## src/rtl/fp16_mac_pkg.sv

```systemverilog
// Shared FP16 MAC definitions: field widths, FSM encoding, field extractors.
// Used by the multiplier, normaliser and adder stages.
package fp16_mac_pkg;

    localparam int EXP_W    = 5;
    localparam int MAN_W    = 10;
    localparam int PROD_W   = 22;
    localparam int EXP_BIAS = 15;
    localparam logic [EXP_W-1:0] EXP_MAX = 5'h1F;

    typedef enum logic [1:0] {
        IDLE = 2'd0,
        BUSY = 2'd1,
        DONE = 2'd2
    } state_t;

    function automatic logic sign_f(input logic [15:0] x);
        return x[15];
    endfunction

    function automatic logic [EXP_W-1:0] exp_f(input logic [15:0] x);
        return x[14:10];
    endfunction

    function automatic logic [MAN_W-1:0] man_f(input logic [15:0] x);
        return x[9:0];
    endfunction

    // Significand with the hidden one restored (1.10 format)
    function automatic logic [MAN_W:0] sig_f(input logic [15:0] x);
        return {1'b1, x[9:0]};
    endfunction

endpackage

```

## src/rtl/fp16_exp_sign_unit.sv

```systemverilog
// Combinational sign/exponent classifier for the FP16 significand multiplier.
// Inf/NaN handling is enabled by defining FP16_MUL_INF_NAN_EN.
module fp16_exp_sign_unit #(
    parameter int EXP_BIAS = fp16_mac_pkg::EXP_BIAS
) (
    input  logic [15:0] a,
    input  logic [15:0] b,
    output logic        sign,
    output logic [10:0] sig_a,
    output logic [10:0] sig_b,
    output logic [4:0]  e_res,
    output logic        zero,
    output logic        ovf,
    output logic        special,
    output logic        nan
);
    import fp16_mac_pkg::*;

    logic [EXP_W-1:0] ea;
    logic [EXP_W-1:0] eb;
    logic signed [6:0] esum;
    logic raw_zero;
    logic big;

    assign ea    = exp_f(a);
    assign eb    = exp_f(b);
    assign sign  = sign_f(a) ^ sign_f(b);
    assign sig_a = sig_f(a);
    assign sig_b = sig_f(b);

    assign esum = signed'({2'b00, ea} + {2'b00, eb} - 7'(EXP_BIAS));

    // Subnormal operands are flushed, so exponent field 0 means zero
    assign raw_zero = (ea == '0) || (eb == '0) || (esum <= 7'sd0);
    assign big      = (esum >= 7'sd31);

`ifdef FP16_MUL_INF_NAN_EN
    logic a_max;
    logic b_max;

    assign a_max   = (ea == EXP_MAX);
    assign b_max   = (eb == EXP_MAX);
    assign special = a_max || b_max;
    // NaN operand, or Inf times zero
    assign nan     = (a_max && (man_f(a) != '0))
                  || (b_max && (man_f(b) != '0))
                  || (a_max && (eb == '0))
                  || (b_max && (ea == '0));
    assign zero    = !special && raw_zero;
    assign ovf     = !special && !raw_zero && big;
`else
    assign special = 1'b0;
    assign nan     = 1'b0;
    assign zero    = raw_zero;
    assign ovf     = !raw_zero && big;
`endif

    assign e_res = special ? EXP_MAX
                 : zero    ? 5'd0
                 : ovf     ? EXP_MAX
                 : esum[4:0];

endmodule

```

## src/rtl/fp16_mant_mul_seq.sv

```systemverilog
// FP16 significand multiplier stage: iterative shift-add over the 12-bit
// zero-padded multiplier, BITS_PER_CYCLE bits retired per BUSY cycle.
module fp16_mant_mul_seq #(
    parameter int BITS_PER_CYCLE = 1,
    parameter int EXP_BIAS       = fp16_mac_pkg::EXP_BIAS
) (
    input  logic        clk,
    input  logic        rst,
    input  logic        in_valid,
    output logic        in_ready,
    input  logic [15:0] A,
    input  logic [15:0] B,
    output logic        out_valid,
    input  logic        out_ready,
    output logic [21:0] Out_m,
    output logic [4:0]  E_r,
    output logic        S_r,
    output logic        is_zero,
    output logic        ovf,
    output logic        special
);
    import fp16_mac_pkg::*;

    localparam int NSTEP = 12 / BITS_PER_CYCLE;
    localparam logic [3:0] LAST = 4'(NSTEP - 1);

    state_t state;
    state_t nxt;

    logic [PROD_W-1:0] acc;
    logic [PROD_W-1:0] acc_nxt;
    logic [PROD_W-1:0] mcand;
    logic [PROD_W-1:0] pp;
    logic [11:0] mplier;
    logic [3:0]  step;
    logic [4:0]  e_q;
    logic s_q;
    logic o_q;

    logic c_sign;
    logic [10:0] c_sig_a;
    logic [10:0] c_sig_b;
    logic [4:0]  c_e_res;
    logic c_zero;
    logic c_ovf;
    logic c_special;
    logic c_nan;
    logic short_path;
    logic last;

    fp16_exp_sign_unit #(
        .EXP_BIAS(EXP_BIAS)
    ) u_cls (
        .a       (A),
        .b       (B),
        .sign    (c_sign),
        .sig_a   (c_sig_a),
        .sig_b   (c_sig_b),
        .e_res   (c_e_res),
        .zero    (c_zero),
        .ovf     (c_ovf),
        .special (c_special),
        .nan     (c_nan)
    );

    assign short_path = c_zero || c_special;
    assign last       = (step == LAST);
    assign in_ready   = (state == IDLE);
    assign out_valid  = (state == DONE);

    always_comb begin
        pp = '0;
        for (int i = 0; i < BITS_PER_CYCLE; i++) begin
            if (mplier[i]) pp = pp + (mcand << i);
        end
    end

    assign acc_nxt = acc + pp;

    always_comb begin
        nxt = state;
        unique case (state)
            IDLE: if (in_valid) nxt = short_path ? DONE : BUSY;
            BUSY: if (last) nxt = DONE;
            DONE: if (out_ready) nxt = IDLE;
            default: nxt = IDLE;
        endcase
    end

    always_ff @(posedge clk or posedge rst) begin
        if (rst) begin
            state <= IDLE;
        end else begin
            state <= nxt;
        end
    end

    always_ff @(posedge clk or posedge rst) begin
        if (rst) begin
            acc     <= '0;
            mcand   <= '0;
            mplier  <= '0;
            step    <= '0;
            e_q     <= '0;
            s_q     <= 1'b0;
            o_q     <= 1'b0;
            Out_m   <= '0;
            E_r     <= '0;
            S_r     <= 1'b0;
            is_zero <= 1'b0;
            ovf     <= 1'b0;
            special <= 1'b0;
        end else begin
            unique case (state)
                IDLE: begin
                    if (in_valid) begin
                        acc    <= '0;
                        mcand  <= {11'd0, c_sig_a};
                        mplier <= {1'b0, c_sig_b};
                        step   <= '0;
                        e_q    <= c_e_res;
                        s_q    <= c_sign;
                        o_q    <= c_ovf;
                        // Zero and special results bypass the multiply
                        if (short_path) begin
                            Out_m   <= c_nan ? 22'h200000 : 22'h0;
                            E_r     <= c_e_res;
                            S_r     <= c_sign;
                            is_zero <= c_zero;
                            ovf     <= 1'b0;
                            special <= c_special;
                        end
                    end
                end
                BUSY: begin
                    acc    <= acc_nxt;
                    mcand  <= mcand << BITS_PER_CYCLE;
                    mplier <= mplier >> BITS_PER_CYCLE;
                    step   <= step + 4'd1;
                    if (last) begin
                        Out_m   <= acc_nxt;
                        E_r     <= e_q;
                        S_r     <= s_q;
                        is_zero <= 1'b0;
                        ovf     <= o_q;
                        special <= 1'b0;
                    end
                end
                default: ;
            endcase
        end
    end

endmodule
```

## config.mk

```make
export PLATFORM = sky130hd
export DESIGN_NAME = fp16_mant_mul_seq
export DESIGN_NICKNAME = d
export VERILOG_FILES = /design/src/rtl/fp16_mac_pkg.sv /design/src/rtl/fp16_exp_sign_unit.sv /design/src/rtl/fp16_mant_mul_seq.sv
export SDC_FILE = /design/constraint.sdc
export NUM_CORES = 1
export LEC_CHECK = 0
export BUFFER_PORTS_ARGS = -buffer_cell sky130_fd_sc_hd__buf_2
export CORE_UTILIZATION = 30
export CTS_BUF_LIST = sky130_fd_sc_hd__clkbuf_4
export CTS_CLUSTER_SIZE = 14
export DETAILED_ROUTE_END_ITERATION = 16
export GPL_TIMING_DRIVEN = 0
export HOLD_SLACK_MARGIN = 0.1
export SETUP_SLACK_MARGIN = 0.5
export SLEW_MARGIN = 20
export SYNTH_ARGS = -nofsm -noshare
export SYNTH_HDL_FRONTEND = slang
export SYNTH_SLANG_ARGS = --single-unit
export TNS_END_PERCENT = 10
```

## constraint.sdc

```tcl
create_clock -name clk -period 4.67 [get_ports clk]
set_clock_uncertainty 0.05 [all_clocks]
set_input_delay 0.934 -clock clk [delete_from_list [all_inputs] [get_ports clk]]
set_output_delay 0.934 -clock clk [all_outputs]
set_load 0.05 [all_outputs]
```

==> results.json, run 1 <==
{
  "row_count": 50,
  "slew-limit-headroom_pct": 44.2,
  "cp.arrival_ns": 3.92,
  "synth-simple-area-share_pct": 16.6,
  "grt_pass1_wl_um": 25000,
  "cts_root_buf": "clkbuf_4",
  "yosysUniqueCellTypes": 69,
  "area_growth_pct": 14.5,
  "synth.yosys.seq_area_share_pct": 43.0,
  "p_clk_share_pct": 12.8,
  "drt-pass1-iter-count": 5,
  "fmax_mhz": 281,
  "hp-class": "in -> async",
  "gp_congestion": 0.875,
  "synthAdderAreaFrac_pct": 7.06,
  "postSynthAreaPerCell_um2": 9.62,
  "finalInstanceArea_um2": 6530,
  "die_y_um": 140,
  "pwr-share-comb_pct": 54.6,
  "track_usage_pct": 16.5,
  "initial_core_util_pct": 30.6,
  "async_flop_share_pct": 100,
  "clockBufferDepth": 2,
  "overflow": 0,
  "cts_max_level": 3,
  "synth-edff-count": 0,
  "critPathMaxStageDelay_ns": 0.57,
  "final_common_cell": "dfrtp_1",
  "ys.flop_type": "dfrtp_1",
  "r2r-start": "mplier[0]",
  "final-seq-area_um2": 2450,
  "cts.sinks": 98,
  "synth_top_family_by_area": "compound AO/OA/AOI/OAI gates",
  "pwr-share-seq_pct": 32.6,
  "syn_area_um2": 5700,
  "insertion_delay_ns": 0.50,
  "start_kind": "input pin",
  "drive_gt1_share_pct": 15.7,
  "yosysWarnings": 0,
  "dieArea_um2": 19600,
  "rsz0062_at_grt": "no",
  "numPortBuffers": 67,
  "cts_hold_buffers": 0,
  "dp_hpwl_um": 11400,
  "ctsResizeCount": 0,
  "p_per_area_nw_per_um2": 648,
  "via_per_inst": 5.23,
  "remaining_drc_errors": 0,
  "placed_area_um2": 6360,
  "clk_pin_slew_ns": 0.18,
  "rr_endpoint": "Out_m[16]",
  "ioPinCount": 69,
  "cts_tree": "done",
  "period_share_pct": 76.3,
  "synth_cells": 593,
  "syn_nets": 660,
  "grt_pass1_vias": 4641,
  "antenna_found_initial": 1,
  "drt_iter0_markers": 344,
  "crit_type": "in -> reg",
  "final_cell_mix": "98 x dfrtp_1, 76 x nand2_1, 72 x buf_2, 45 x o21ai_0, 32 x a21oi_1",
  "drv_cap": 0,
  "peakVddDrop_mv": 0.254,
  "synth_xor_area_share_pct": 2.74,
  "coreArea_um2": 18600,
  "status": "complete, no violations",
  "drt_wl_total_um": 15300,
  "power.internal_w": 0.00215,
  "cp-startpoint": "A[10]",
  "swShare_pct": 49.2,
  "worst_pin_slew_ns": 0.837,
  "dr_total_vias": 4766,
  "crit_slowest_cell": "fa_1",
  "tritoncts.num_buffers": 9,
  "multi_input_area_um2": 3050,
  "crit_chain": "buf_2, ha_1, fa_1, ha_1, and3_1, nor3b_1, o31ai_1, a21oi_2, buf_2, mux2i_1",
  "ant_nets": 0,
  "drv_slew": 0,
  "finalSetupViolations": 0,
  "worstRegToRegCells": 10,
  "p_sw_w": 0.00208,
  "layout.nets": 739,
  "die_x_um": 140,
  "worstPathMaxFanout": 10,
  "finalHoldViolCount": 0,
  "endpoint": "Out_m[15]",
  "ys_ff_latch": 98,
  "power_leakage_nw": 3.23,
  "synth_mux_area_share_pct": 4.78,
  "cp-end-kind": "register",
  "grt_max_degree": 73,
  "fin_crit_ns": 3.56,
  "critPathRequiredTime_ns": 5.03,
  "fillers": 1956,
  "wl_per_cell_um": 16.7,
  "post_cts_buffers": 0,
  "rrSetupSlack_ns": 1.34,
  "hold_ws_ns": 0.314,
  "synth_compound_area_share_pct": 22.2
}
## per-layer routing
layer	vias to the layer above	track usage (%)	routed length, um
met4	0	5.15	256
li1	2326	-	-
met3	22	3.72	648
met2	107	25.7	6850
met1	2311	22.8	7500
met5	-	0	0
## cell usage after synthesis, drive strengths merged (4+ instances only)
cell type / number / area (um^2)
nand2b: 4 / 25.0
clkbuf: 26 / 97.6
a21o: 17 / 128
inv: 13 / 48.8
a22o: 24 / 210
a41o: 4 / 40.0
nand4: 12 / 75.1
ha: 29 / 363
and3: 7 / 43.8
nor3b: 4 / 35.0
dfrtp: 98 / 2450
nor2: 20 / 77.6
a31oi: 4 / 25.0
nor3: 8 / 40.0
mux2i: 25 / 250
a211oi: 8 / 60.1
and2: 24 / 150
nor2b: 4 / 25.0
xnor2: 11 / 96.3
nand2: 76 / 285
buf: 10 / 55.1
o31ai: 5 / 37.5
xor2: 6 / 60.1
nand3: 14 / 70.1
o21ai: 47 / 239
a21oi: 33 / 169
or3: 6 / 37.5
## area by class of cell
class | instances | area share (%)
multi-input cells | 445 | 46.6
inverters | 14 | 0.881
clock inverters | 7 | 1.51
flip-flops and latches | 98 | 37.5
well taps | 234 | 4.48
plain buffers | 36 | 2.34
clock buffers | 9 | 1.03
diodes | 1 | 0.0383
repair buffers | 68 | 5.55
## cell families (layout without fill, tap and decap cells)
logic type | after synthesis | count (layout)
AO/OA/AOI/OAI | 180 | 180
XOR/XNOR | 17 | 17
adder cells (fa/ha/maj) | 31 | 31
buffers and inverters | 50 | 134
flip-flops | 98 | 98
multiplexers | 27 | 27
other | 1 | 2
AND/OR/NAND/NOR | 189 | 189
## stage by stage
stage	TNS, ns	setup slack [ns]	utilization (%)	total power [W]	cells
global placement	-21.01	-0.225	34.0	0.00370	894
global route	0	0.946	35.0	0.00457	912
CTS	0	1.15	35.0	0.00426	911
finish	0	1.11	35.0	0.00423	912
floorplan	0	1.12	-	0.00306	593
detailed placement	0	0.638	34.1	0.00373	895
## state kept, by name, indices dropped and copies added (netlist names)
name / count
s_q: 1
acc: 22
E_r: 5
Out_m: 22
is_zero: 1
ovf: 1
o_q: 1
mcand: 22
step: 4
e_q: 5
S_r: 1
state: 2
mplier: 11
## power groups by stage
| stage | clock network, W | logic (W) | registers (W) |
|---|---|---|---|
| finish | 0.000541 | 0.00231 | 0.00138 |
| global route | 0.000588 | 0.00255 | 0.00143 |
| CTS | 0.000549 | 0.00233 | 0.00138 |
| detailed placement | 0 | 0.00233 | 0.00140 |
| global placement | 0 | 0.00230 | 0.00140 |
| floorplan | 0 | 0.00144 | 0.00162 |
## worst min path at each step
stage / cells after the start / end / start / slack (ns)
CTS: 2 / state[0] / rst / 0.30
detailed placement: 1 / is_zero / is_zero / 0.41
global route: 2 / Out_m[19] / rst / 0.30
global placement: 1 / is_zero / is_zero / 0.41
finish: 2 / state[0] / rst / 0.31
floorplan: 1 / step[3] / step[3] / 0.39
## critical path: cells and delay by family
family	cells	cell delay (ns)
adders and majority gates	3	1.05
buffers and inverters	2	0.54
muxes	1	0.22
AOI/OAI and AO/OA	2	0.68
and+or+nand+nor	2	0.49
Power figures use the tool's default switching activity.
==> run 2, diff against run 1 <==
clock period = 2.9 ns   (was 4.67 ns; I/O delays follow)
==> run 2 against run 1 <==
Register-to-register slack got worse by 1.2 ns. First-iteration DRC count rose by 0.87%. Sequential cell count did not move. Global-route usage rose by 0.84 points. Die area did not move. Utilization rose by 4.6 points. Sequential share of layout area fell by 4.3 points. Sequential power rose by 64%. Routed wire length rose by 9.3%. Combinational power rose by 98%. Clock-buffer cell count did not move. Design area rose by 13%. Largest cell class unchanged.
==> results.json, run 2 (synthesized netlist as in run 1, its figures left out) <==
{
  "clk_pin_slew_ns": 0.17,
  "rr_endpoint": "acc[21]",
  "area_growth_pct": 29.4,
  "drv_slew": 0,
  "cp-startpoint": "mplier[0]",
  "period_share_pct": 94.6,
  "path_depth": 11,
  "final_cell_mix": "97 x dfrtp_1, 75 x nand2_1, 69 x buf_2, 42 x o21ai_0, 39 x buf_4",
  "via_per_inst": 5.34,
  "finalHoldViolCount": 0,
  "dp_cells": 897,
  "numPortBuffers": 67,
  "die_y_um": 140,
  "drt_wl_total_um": 16700,
  "drt-pass1-iter-count": 7,
  "insertion_delay_ns": 0.50,
  "peakVddDrop_mv": 0.571,
  "crit_chain": "buf_4, clkbuf_4, and2_1, ha_1, buf_6, nand4_1, a2111oi_4, o311a_1, o211ai_1, or3_1, nand3_1",
  "antenna_found_initial": 1,
  "critPathMaxStageDelay_ns": 0.48,
  "critPathRequiredTime_ns": 3.30,
  "slew-limit-headroom_pct": 41.9,
  "worstPathMaxFanout": 5,
  "endpoint": "acc[21]",
  "hp-class": "in -> reg",
  "cts.sinks": 98,
  "fmax_mhz": 364,
  "power_leakage_nw": 3.52,
  "cts_max_level": 3,
  "row_count": 50,
  "top_regs": "Out_m (22), acc (22), mcand (22)",
  "finalSetupViolations": 0,
  "clockBufferDepth": 2,
  "layout.nets": 785,
  "cp-end-kind": "register",
  "drv_cap": 0,
  "drt_iter0_markers": 347,
  "worst_pin_slew_ns": 0.872,
  "overflow": 0,
  "crit_type": "reg -> reg",
  "grt_pass1_wl_um": 26400,
  "fin_crit_ns": 2.74,
  "hold_ws_ns": 0.179,
  "p_per_area_nw_per_um2": 1030,
  "grt_pass1_vias": 5018,
  "worstRegToRegCells": 11,
  "post-place-ws_ns": -0.881,
  "dp_hpwl_um": 11600,
  "gp_congestion": 0.845,
  "coreArea_um2": 18600,
  "tritoncts.num_buffers": 9,
  "drive_gt1_share_pct": 29.6,
  "critPathBufInv": 3,
  "p_total_w": 0.00763,
  "track_usage_pct": 17.4,
  "cts_root_buf": "clkbuf_4",
  "final_common_cell": "dfrtp_1",
  "rsz0062_at_grt": "yes",
  "fin_cells": 958,
  "cp.arrival_ns": 3.15,
  "initial_core_util_pct": 30.6,
  "status": "complete, no violations",
  "critPathTopFamily": "simple AND/OR/NAND/NOR gates",
  "r2r-start": "mplier[0]",
  "fin_setup_tns_ns": 0,
  "crit_slowest_cell": "dfrtp_2",
  "start_kind": "register",
  "remaining_drc_errors": 0,
  "rrSetupSlack_ns": 0.16,
  "dr_total_vias": 5120,
  "ant_nets": 0,
  "wl_per_cell_um": 17.4,
  "grt_max_degree": 33,
  "fin_ws_ns": 0.155,
  "dieArea_um2": 19600,
  "ioPinCount": 69,
  "fillers": 1890,
  "cts_tree": "done",
  "die_x_um": 140
}
[run 2: cell types whose count changed in the layout (fill, tap and decap cells not counted), sizes merged]
cell / previous run / this run
clkinv: 3 / 4
clkbuf: 35 / 31
dlygate4sd3: 0 / 1
bufinv: 2 / 1
bufbuf: 0 / 1
buf: 78 / 126
[run 2: worst register-to-register path: stages, from the launching register on]
cell and delay, ns:
dfrtp_2 0.48, buf_4 0.16, clkbuf_4 0.14, and2_1 0.15, ha_1 0.29, buf_6 0.12
nand4_1 0.18, a2111oi_4 0.22, o311a_1 0.27, o211ai_1 0.16, or3_1 0.42, nand3_1 0.09
[run 2: worst min path at each step]
stage	startpoint	endpoint	slack [ns]	cells past startpoint
after CTS	out_ready	state[1]	0.15	2
after global placement	Out_m[2]	Out_m[2]	0.41	1
final	out_ready	state[1]	0.18	2
after detailed placement	Out_m[2]	Out_m[2]	0.41	1
after floorplan	step[3]	step[3]	0.39	1
after global routing	out_ready	state[1]	0.16	2
[run 2: final cells by class]
class	count	area, um^2	share of cell area [%]
inverters	14	56.3	0.763
well taps	234	293	3.97
diodes	1	2.50	0.0339
repair buffers	114	777	10.5
clock buffers	9	67.6	0.915
plain buffers	36	216	2.93
flip-flops and latches	98	2450	33.2
multi-input cells	445	3440	46.6
clock inverters	7	75.1	1.02
[run 2: metrics by stage]
stage	util [%]	area (um^2)
final	39.6	7380
after global routing	39.6	7380
after CTS	38.5	7180
after detailed placement	34.3	6390
after global placement	34.0	6330
after floorplan	-	5710
[run 2: where the power goes]
part	internal [W]	total, W	leakage, nW	switching, W
Combinational	0.00181	0.00457	2.17	0.00276
Sequential	0.00190	0.00227	1.27	0.000377
Clock	0.000271	0.000789	0.0811	0.000518
[run 2: repair_timing]
| action | 4_1_cts | 5_1_grt |
|---|---|---|
| resized for setup | 72 | 36 |
| setup buffers | 32 | 9 |
| hold endpoints to repair | 12 | 0 |
| pin swaps | 25 | 17 |
| endpoints found under the setup margin | 61 | 78 |
| hold buffers | 1 | 0 |
| cloned | 2 | 0 |
[run 2: per-layer routing]
layer,routed length (um),vias to the layer above,global-route usage (%)
li1,-,2427,-
met1,7580,2529,22.6
met2,7950,137,28.8
met3,760,27,3.06
met4,377,0,6.25
met5,0,-,0
==> run 3, diff against run 2 <==
CTS_CLUSTER_SIZE = 8   (was 14)
clock period = 3.25 ns   (was 2.9 ns; I/O delays follow)
==> run 3 against run 2 <==
Maximum frequency is 2.1% lower. Worst setup slack better by 0.29 ns. Global-route usage is 0.81 points lower. Register-to-register slack better by 0.29 ns. Final cell count is 1.7% lower. Critical path type unchanged. Largest cell class unchanged. Largest power group unchanged.
==> results.json, run 3 (synthesized netlist as in run 1, its figures left out) <==
{
  "status": "complete, no violations",
  "layout.nets": 770,
  "critPathRequiredTime_ns": 3.64,
  "p_total_w": 0.00653,
  "drv_cap": 0,
  "numPortBuffers": 67,
  "period_share_pct": 86.3,
  "cts_max_level": 3,
  "critPathBufInv": 3,
  "drt-pass1-iter-count": 7,
  "finalInstanceArea_um2": 7110,
  "wl_per_cell_um": 17.1,
  "drt-met1-wl_um": 7670,
  "fillers": 1919,
  "slew-limit-headroom_pct": 43.6,
  "drv_slew": 0,
  "p_clk_share_pct": 10.7,
  "dp_hpwl_um": 11600,
  "initial_core_util_pct": 30.6,
  "critPathTopFamily": "compound AO/OA/AOI/OAI gates",
  "track_usage_pct": 16.6,
  "crit_type": "reg -> reg",
  "multi_input_area_um2": 3330,
  "rrSetupSlack_ns": 0.45,
  "endpoint": "acc[21]",
  "row_count": 50,
  "ioPinCount": 69,
  "final_common_cell": "dfrtp_1",
  "fin_ws_ns": 0.447,
  "grt_pass1_vias": 4744,
  "gp_congestion": 0.845,
  "dr.max_layer_used": "met4",
  "tritoncts.num_buffers": 9,
  "rr_endpoint": "acc[21]",
  "wl_met3_um": 544,
  "finalSetupViolations": 0,
  "insertion_delay_ns": 0.49,
  "crit_chain": "buf_8, and2_4, ha_1, buf_6, buf_4, o21ai_1, a2111oi_4, o311a_1, o211ai_1, or3_1, nand3_1",
  "pwr-share-comb_pct": 58.4,
  "area_growth_pct": 24.7,
  "drive_gt1_share_pct": 26.0,
  "start_kind": "register",
  "diodes": 0,
  "die_y_um": 140,
  "drt_iter0_markers": 338,
  "p_sw_w": 0.00315,
  "via_per_inst": 5.28,
  "ant_nets": 0,
  "cp-end-kind": "register",
  "top_regs": "Out_m (22), acc (22), mcand (22)",
  "r2r-start": "mplier[0]",
  "hold_ws_ns": 0.247,
  "wl_met2_um": 7610,
  "p_per_area_nw_per_um2": 919,
  "crit_slowest_cell": "dfrtp_2",
  "drt_wl_total_um": 16100,
  "remaining_drc_errors": 0,
  "critPathMaxStageDelay_ns": 0.49,
  "worstPathMaxFanout": 7,
  "worstRegToRegCells": 11,
  "antenna_found_initial": 0,
  "clk_pin_slew_ns": 0.16,
  "coreArea_um2": 18600,
  "path_depth": 11,
  "die_x_um": 140,
  "power_leakage_nw": 3.42,
  "finalHoldViolCount": 0,
  "cts_tree": "done",
  "cp-startpoint": "mplier[0]",
  "overflow": 0,
  "dieArea_um2": 19600,
  "rsz0062_at_grt": "yes",
  "dr_total_vias": 4977,
  "power.internal_w": 0.00338,
  "post-place-ws_ns": -0.601,
  "clockBufferDepth": 2,
  "swShare_pct": 48.3,
  "worst_pin_slew_ns": 0.847,
  "hp-class": "in -> reg",
  "fin_crit_ns": 2.80,
  "fmax_mhz": 357,
  "placed_area_um2": 6390,
  "pwr-share-seq_pct": 30.9,
  "final_cell_mix": "97 x dfrtp_1, 75 x nand2_1, 69 x buf_2, 43 x o21ai_0, 26 x buf_4",
  "grt_pass1_wl_um": 25100,
  "grt_max_degree": 33,
  "peakVddDrop_mv": 0.508,
  "cts_root_buf": "clkbuf_4",
  "final-seq-area_um2": 2450,
  "cp.arrival_ns": 3.19,
  "cts.sinks": 98
}
## run 3: changes by cell type in the layout (fill, tap and decap cells not counted), sizes merged
| cell | previous run | this run |
|---|---|---|
| clkbuf | 31 | 33 |
| bufbuf | 1 | 0 |
| diode | 1 | 0 |
| buf | 126 | 110 |
## run 3: worst min path at each step
stage	from	to	slack (ns)	cells past startpoint
2_1_floorplan	step[3]	step[3]	0.39	1
3_3_place_gp	Out_m[2]	Out_m[2]	0.41	1
3_5_place_dp	Out_m[2]	Out_m[2]	0.41	1
4_1_cts	out_ready	state[1]	0.22	2
5_1_grt	out_ready	state[1]	0.23	2
6_report	out_ready	state[1]	0.25	2
## run 3: routing by layer
layer	GRT usage, %	up-vias
met5	0	-
met1	22.3	2458
li1	-	2406
met3	2.79	20
met2	26.8	93
met4	5.73	0
## run 3: repair_timing
| action | CTS | global route |
|---|---|---|
| cloned | 1 | 0 |
| pin swaps | 7 | 22 |
| endpoints found under the hold margin | 12 | 0 |
| setup endpoints to repair | 45 | 45 |
| gates resized for setup | 29 | 61 |
| hold buffers | 1 | 0 |
| setup buffers | 12 | 15 |
## run 3: cell type report
class,count,share of cell area [%]
Multi-Input combinational cell,445,46.8
Sequential cell,98,34.5
Timing Repair Buffer,99,8.76
Tap cell,234,4.12
Buffer,36,3.01
Clock inverter,7,1.06
Clock buffer,9,0.950
Inverter,14,0.792
## run 3: power by group through the flow
stage	combinational, W	clock [W]	sequential (W)
after CTS	0.00351	0.000716	0.00200
after floorplan	0.00207	0	0.00232
after global routing	0.00416	0.000751	0.00209
after global placement	0.00327	0	0.00202
final	0.00381	0.000696	0.00202
after detailed placement	0.00332	0	0.00202
## run 3: per-stage QoR
step	util, %	setup TNS (ns)	cells
2_1_floorplan	-	0	593
3_3_place_gp	34.0	-10.66	894
3_5_place_dp	34.3	-11.71	897
4_1_cts	36.2	0	927
5_1_grt	38.1	0	942
6_report	38.1	0	942
